==> src/rtl/hazard_scoreboard.sv <==
// Hazard/forwarding unit: a DEPTH-entry shift scoreboard of in-flight register writes
// behind decode, producing per-source forwarding, a decode stall and a stall counter.
module hazard_scoreboard #(
    parameter int XLEN       = 32,
    parameter int RA_W       = 5,
    parameter int DEPTH      = 3,
    parameter int LOAD_READY = 2,
    parameter int CNT_W      = 16,
    localparam int IDX_W     = (DEPTH > 1) ? $clog2(DEPTH) : 1
) (
    input  logic                  clk,
    input  logic                  rst_n,
    input  logic                  id_valid_i,
    input  logic [RA_W-1:0]       id_rs1_i,
    input  logic [RA_W-1:0]       id_rs2_i,
    input  logic                  id_rs1_used_i,
    input  logic                  id_rs2_used_i,
    input  logic                  id_we_i,
    input  logic [RA_W-1:0]       id_rd_i,
    input  logic                  id_is_load_i,
    input  logic                  flush_i,
    input  logic [DEPTH*XLEN-1:0] stage_data_i,
    output logic                  stall_o,
    output logic                  fwd_hit_a_o,
    output logic                  fwd_hit_b_o,
    output logic [IDX_W-1:0]      fwd_idx_a_o,
    output logic [IDX_W-1:0]      fwd_idx_b_o,
    output logic [XLEN-1:0]       fwd_data_a_o,
    output logic [XLEN-1:0]       fwd_data_b_o,
    output logic [CNT_W-1:0]      stall_cnt_o
);

    logic [DEPTH-1:0]           valid_q, valid_d;
    logic [DEPTH-1:0]           we_q, we_d;
    logic [DEPTH-1:0]           load_q, load_d;
    logic [DEPTH-1:0][RA_W-1:0] rd_q, rd_d;
    logic [CNT_W-1:0]           cnt_q, cnt_d;

    logic [DEPTH-1:0] ready;
    logic [XLEN-1:0]  sdata [DEPTH];
    logic [RA_W-1:0]  src_rs [2];
    logic [1:0]       src_used;
    logic             push;

    assign src_rs[0]   = id_rs1_i;
    assign src_rs[1]   = id_rs2_i;
    assign src_used[0] = id_rs1_used_i;
    assign src_used[1] = id_rs2_used_i;

    for (genvar gi = 0; gi < DEPTH; gi++) begin : g_entry
        assign ready[gi] = !load_q[gi] || (gi >= LOAD_READY);
        assign sdata[gi] = stage_data_i[gi*XLEN +: XLEN];
    end

    for (genvar gi = 0; gi < 2; gi++) begin : g_src
        logic [DEPTH-1:0] match;
        logic             found;
        logic [IDX_W-1:0] win;
        logic             hit_l;
        logic             hazard_l;
        logic [IDX_W-1:0] idx_l;
        logic [XLEN-1:0]  data_l;

        for (genvar gj = 0; gj < DEPTH; gj++) begin : g_match
            assign match[gj] = valid_q[gj] && we_q[gj] && (rd_q[gj] == src_rs[gi])
                               && (src_rs[gi] != '0);
        end

        // Scan oldest to youngest so the lowest matching index is left as the winner.
        always_comb begin
            found    = 1'b0;
            win      = '0;
            hit_l    = 1'b0;
            hazard_l = 1'b0;
            idx_l    = '0;
            data_l   = '0;
            for (int i = DEPTH - 1; i >= 0; i--) begin
                if (match[i]) begin
                    found = 1'b1;
                    win   = IDX_W'(i);
                end
            end
            if (id_valid_i && src_used[gi] && found) begin
                if (ready[win]) begin
                    hit_l  = 1'b1;
                    idx_l  = win;
                    data_l = sdata[win];
                end else begin
                    hazard_l = 1'b1;
                end
            end
        end
    end

    assign stall_o      = id_valid_i && !flush_i && (g_src[0].hazard_l || g_src[1].hazard_l);
    assign fwd_hit_a_o  = g_src[0].hit_l;
    assign fwd_hit_b_o  = g_src[1].hit_l;
    assign fwd_idx_a_o  = g_src[0].idx_l;
    assign fwd_idx_b_o  = g_src[1].idx_l;
    assign fwd_data_a_o = g_src[0].data_l;
    assign fwd_data_b_o = g_src[1].data_l;
    assign stall_cnt_o  = cnt_q;

    // A stalled or flushed decode slot enters the pipe as a bubble.
    assign push = id_valid_i && !stall_o && !flush_i;

    for (genvar gi = 0; gi < DEPTH; gi++) begin : g_shift
        if (gi == 0) begin : g_head
            assign valid_d[gi] = push;
            assign we_d[gi]    = id_we_i;
            assign rd_d[gi]    = id_rd_i;
            assign load_d[gi]  = id_is_load_i;
        end else begin : g_body
            assign valid_d[gi] = valid_q[gi-1];
            assign we_d[gi]    = we_q[gi-1];
            assign rd_d[gi]    = rd_q[gi-1];
            assign load_d[gi]  = load_q[gi-1];
        end
    end

    assign cnt_d = (stall_o && (cnt_q != '1)) ? cnt_q + CNT_W'(1) : cnt_q;

    always_ff @(posedge clk or negedge rst_n) begin
        if (!rst_n) begin
            valid_q <= '0;
            we_q    <= '0;
            load_q  <= '0;
            rd_q    <= '0;
            cnt_q   <= '0;
        end else begin
            valid_q <= valid_d;
            we_q    <= we_d;
            load_q  <= load_d;
            rd_q    <= rd_d;
            cnt_q   <= cnt_d;
        end
    end

endmodule

==> config.mk <==
export PLATFORM = sky130hd
export DESIGN_NAME = hazard_scoreboard
export DESIGN_NICKNAME = d
export VERILOG_FILES = /design/src/rtl/hazard_scoreboard.sv
export SDC_FILE = /design/constraint.sdc
export NUM_CORES = 1
export LEC_CHECK = 0
export ABC_AREA = 1
export ABC_CLOCK_PERIOD_IN_PS = 4400
export CAP_MARGIN = 0
export CORE_MARGIN = 10
export CORE_UTILIZATION = 44
export DETAILED_ROUTE_END_ITERATION = 8
export PLACE_DENSITY_LB_ADDON = 0.12
export SYNTH_ARGS = -nofsm -noshare
export SYNTH_HDL_FRONTEND = slang
export SYNTH_SLANG_ARGS = --single-unit
==> constraint.sdc <==
create_clock -name clk -period 4.4 [get_ports clk]
set_clock_uncertainty 0.1 [all_clocks]
set_input_delay 0.88 -clock clk [delete_from_list [all_inputs] [get_ports clk]]
set_output_delay 0.88 -clock clk [all_outputs]
set_load 0.05 [all_outputs]
* Yosys cells after proc, flatten, opt, wreduce, memory -nomap -nowiden
Cells that the tools add are included.
** Cells by class
- $add $sub $neg :: 1
- Equality and inequality tests :: 7
- Mux-type cells :: 38
- Reduce and logical (&&, ||, !) cells :: 31
- Bitwise gates (word level) :: 2
- Magnitude comparators :: 4
** Operator list (number)
- two-way mux 32 bit :: 8
- binary-select mux 32 bit (select 2 bit) :: 2
- equality test 5 bit :: 6
- logical AND 1 bit :: 24
- two-way mux 2 bit :: 10
- adder 16 x 1 -> 16 bit, second input constant :: 1
- two-way mux 1 bit :: 16
- != test 16 bit, second input constant :: 1
- nonzero test 5 bit :: 2
- greater-or-equal comparator 3 bit, second input constant :: 2
- < comparator 2 x 3 -> 1 bit, second input constant :: 2
- NOT 2 -> 3 bit :: 2
- binary-select mux 1 bit (select 2 bit) :: 2
- zero test 1 bit :: 4
- logical OR 1 bit :: 1
** Storage, ports and cells
- Bits of input ports :: 119
- Logic and storage cells :: 90
- Bits in registers :: 39

* Depth between registers and ports, before layout
- Depth in word-level cells :: 15
- Mapped depth :: 16
- Mapped depth without buffers :: 15

* Worst setup path before layout
OpenSTA, ideal clock, no wires.
- Path type :: input to output
- Start :: input id_rs2_i[2]
- End :: output fwd_data_b_o[14]
- Stages on the path :: 11
- Path buffers :: 2
- Path slack :: 0.392 ns
- Data arrival time :: 3.028 ns
- Cells stage by stage :: nor2_1 > nand3_2 > inv_1 > nor2_1 > nand2_1 > nand2_1 > buf_2 > buf_6 > o21ai_1 > nor2_1 > a211oi_1
** On the way
- Word-level cells in the longest chain between the ends :: 12
- Elaborated cells between the ends (all ways) :: 25
- Those cells by class :: eq/ne: 3; mux: 13; bitwise: 1; reduce/logical: 8
** RTL lines
- from (decl) :: RTL line 15 : input logic [RA_W-1:0] id_rs2_i,
- equality test 5 bit :: RTL line 65 : assign match[gj] = valid_q[gj] && we_q[gj] && (rd_q[gj] == src_rs[gi])
- logical AND 1 bit :: RTL line 65
- logical AND 1 bit :: RTL line 66 : && (src_rs[gi] != '0);
- two-way mux 2 bit (3 in a row) :: RTL line 78 : if (match[i]) begin
- NOT 2 -> 3 bit (implied by the code) :: RTL line 87 : data_l = sdata[win];
- binary-select mux 32 bit (select 2 bit) :: RTL line 87
- two-way mux 32 bit (implied by the code) (2 in a row) :: RTL line 87
- two-way mux 32 bit :: RTL line 84 : if (ready[win]) begin
- two-way mux 32 bit (*) :: RTL line 83 : if (id_valid_i && src_used[gi] && found) begin
- to (decl) :: RTL line 29 : output logic [XLEN-1:0] fwd_data_b_o,
Every way passes the cells marked *; elsewhere a longest branch is shown, timed or not. The select of a mux whose other input is x is not followed.

* Final worst setup path
- Start :: input id_rs1_i[2]
- End :: output fwd_data_a_o[14]
** On the way
- Word-level cells in the longest chain between the ends :: 12
- Elaborated cells between the ends (all ways) :: 25
- Those cells by class :: eq/ne: 3; mux: 13; bitwise: 1; reduce/logical: 8
** RTL lines
- from (decl) :: RTL line 14 : input logic [RA_W-1:0] id_rs1_i,
- equality test 5 bit :: RTL line 65
- logical AND 1 bit :: RTL line 65
- logical AND 1 bit :: RTL line 66
- two-way mux 2 bit (3 in a row) :: RTL line 78
- NOT 2 -> 3 bit (implied by the code) :: RTL line 87
- binary-select mux 32 bit (select 2 bit) :: RTL line 87
- two-way mux 32 bit (implied by the code) (2 in a row) :: RTL line 87
- two-way mux 32 bit :: RTL line 84
- two-way mux 32 bit (*) :: RTL line 83
- to (decl) :: RTL line 28 : output logic [XLEN-1:0] fwd_data_a_o,
Marked as above.

==> run summary <==
Kind of critical path -> in2out
CTS Buf Count -> 5
Die height -> 116 µm
Top cells by area, synth -> nand2_1, dfrtp_1, o21ai_0, inv_1, a21oi_1
DRT antenna net count -> 0
Clock sink count -> 39
Pleak -> 3.41 nW
CP Launch Type -> input port
First-pass DRT Iterations -> 5
Fin util -> 79.8%
Remaining global-route overflow -> 0
Synth-to-layout area growth -> 74.2%
Setup-failing EPs final -> 0
Flop2flop setup slack -> 1.67 ns
Wire length per cell -> 17.8 µm
Die width -> 116 µm
Net Sw Frac -> 29.1%
P per Cell Area -> 131 nW/µm²
RSZ-0062 raised after global routing -> true
Final Net Count -> 1024
Status -> complete, no violations
Critical path origin -> id_rs1_i[2]
Clock buffer depth -> 2
Cell taking the most area after synthesis -> nand2_1
Clock power share -> 30.2%
Seq pwr share -> 41.3%
Setup total negative slack -> 0 ns
Logic pwr share -> 28.4%
Place WS -> 0.188 ns
Min-delay worst type -> reg2reg
DIE AREA -> 13400 µm²
Fin. Hold Viols -> 0
Worst R2R Path Depth -> 8
Layout cells sized above 1 -> 14.3%
Total wire length -> 18100 µm
Synth top area share -> 27.0%
Post-synthesis sequential area ratio -> 24.2%
Slew at the pin closest to its max-slew limit -> 0.884 ns
Setup Fix Bufs, Post-CTS -> 0
Worst R2R End -> stall_cnt_o[0]
Psw -> 0.268 mW
Detail Placement HPWL -> 14300 µm
Crit path max fanout -> 22
Slew Viols, Final -> 0
Starting density of the core -> 45.8%
Max VDD drop -> 0.000134 V
Setup crit end -> fwd_data_a_o[14]
Root Buffer -> clkbuf_8
Tot Pwr -> 0.921 mW
Vias -> 5500
Post-route DRC -> 0
Time the worst path needs with I/O delays and setup -> 4.22 ns
Worst Path Required -> 3.42 ns
Post-Syn Area -> 4030 µm²
Synthesized flop and latch total -> 39
First-pass GRT wire length -> 28400 µm
Final worst slack -> 0.184 ns
Synth warnings -> 0
Std cell rows -> 34
Max-cap violations -> 0
Vias in the first global route -> 5316
Clk slew on worst S/H paths -> 0.08 ns
Synth cell types -> 34
Critical Path AT -> 3.24 ns
Hold buffer count at cts -> 0
CTS tree -> yes
Core area -> 8810 µm²
IO Pins -> 206
Max Clk Rate -> 237 MHz
Commonest cells after routing, fill and taps aside -> nand2_1, clkdlybuf4s50_1, inv_1
Via/cell ratio -> 5.42
Fillers -> 635
Largest net degree at the start of global routing -> 66
Commonest non-fill, non-tap cell in the layout -> nand2_1
H-tree depth -> 2
Initial DRC count -> 491
GP Congestion -> 0.938
Worst-Skew Late Latency -> 0.30 ns
Critical path endpoint category -> primary output
Int Pwr -> 0.653 mW
Hold depth -> 0
Synth Net Count -> 832
Fin crit share -> 95.8%
Crit Reg-Reg Startpoint -> stall_cnt_o[0]
Worst slew margin -> 41.0%
Tot GR Track Use -> 26.3%
Avg Inst Size Synth -> 5.66 µm²
Mapped Cells -> 712
PortBufs -> 205
Initial antenna violation count -> 0
area by class of cell:
class / instances / area [µm²] / area share, %
flip-flops and latches: 39 / 976 / 13.9
multi-input cells: 549 / 2570 / 36.7
repair buffers: 221 / 2900 / 41.3
well taps: 108 / 135 / 1.92
diodes: 1 / 2.50 / 0.0356
inverters: 88 / 332 / 4.72
clock buffers: 8 / 100 / 1.43
metal layers:
metal / vias up / part of all wire [%] / GRT usage (%) / wire length (µm)
met5: - / 0 / 0 / 0
met2: 302 / 49 / 44.3 / 8910
li1: 2634 / - / - / -
met3: 46 / 10 / 8.01 / 1840
met4: 0 / 3.9 / 9.76 / 697
met1: 2518 / 37 / 31.0 / 6630
state kept, by name (all words and copies together) (netlist names):
signal and count:
load_q 2, rd_d 10, rd_q 5, stall_cnt_o 16, valid_q 3, we_q 3
power groups by stage:
stage / sequential [mW] / combinational [mW] / clock (mW)
5_1_grt: 0.382 / 0.289 / 0.290
3_3_place_gp: 0.387 / 0.248 / 0
4_1_cts: 0.381 / 0.258 / 0.278
3_5_place_dp: 0.388 / 0.256 / 0
2_1_floorplan: 0.387 / 0.100 / 0
6_report: 0.381 / 0.262 / 0.279
how the worst min path moves through the flow:
stage,end,start
floorplan,we_q[1],we_q[0]
CTS,we_q[2],we_q[1]
global placement,we_q[1],we_q[0]
finish,we_q[1],we_q[0]
detailed placement,we_q[2],we_q[1]
global route,we_q[1],we_q[0]
worst max-delay path: stages:
cell	delay (ns)
clkdlybuf4s50_1	0.60
inv_1	0.09
nand2_1	0.07
nand2_1	0.08
nor2_1	0.16
nand2_1	0.08
nor2_2	0.14
nand3_1	0.11
nand2_1	0.10
nor2_2	0.05
inv_1	0.05
nand2_1	0.06
buf_4	0.22
a211oi_1	0.37
buf_12	0.19
Yosys cell counts (all sizes together):
library cell	n
nand2	293
nand3b	1
nor3	5
nor4	2
xnor2	12
buf	24
dfrtp	39
nand4	18
nand3	22
a21boi	1
clkbuf	12
o21ai	63
nor2	51
a21oi	54
inv	86
and2	1
nor3b	1
ha	1
o211ai	8
clkinv	2
xor2	7
a211oi	9
cell families (layout without fill, tap and decap cells):
| family | Yosys count | in the layout | share of synthesized area, % |
|---|---|---|---|
| and+or+nand+nor | 394 | 394 | 40.5 |
| AOI/OAI and AO/OA | 135 | 135 | 17.9 |
| buffers and inverters | 124 | 317 | 12.9 |
| DFF | 39 | 39 | 24.2 |
| xor gates and xnor gates | 19 | 19 | 4.13 |
| adders and majority gates | 1 | 1 | 0.310 |
| other | 0 | 1 | 0 |
timing repair:
item	in CTS	in global routing
setup endpoints to repair	0	29
hold endpoints to repair	0	0
gates resized for setup	0	8
metrics by stage:
step                instance area (µm²)  cells  hold WS [ns]
floorplan                          4030    712         0.254
global placement                   6880   1005         0.254
detailed placement                 6880   1005         0.260
CTS                                6980   1013         0.278
global route                       7020   1013         0.286
finish                             7020   1014         0.282
(Power assumes the default switching activity.)
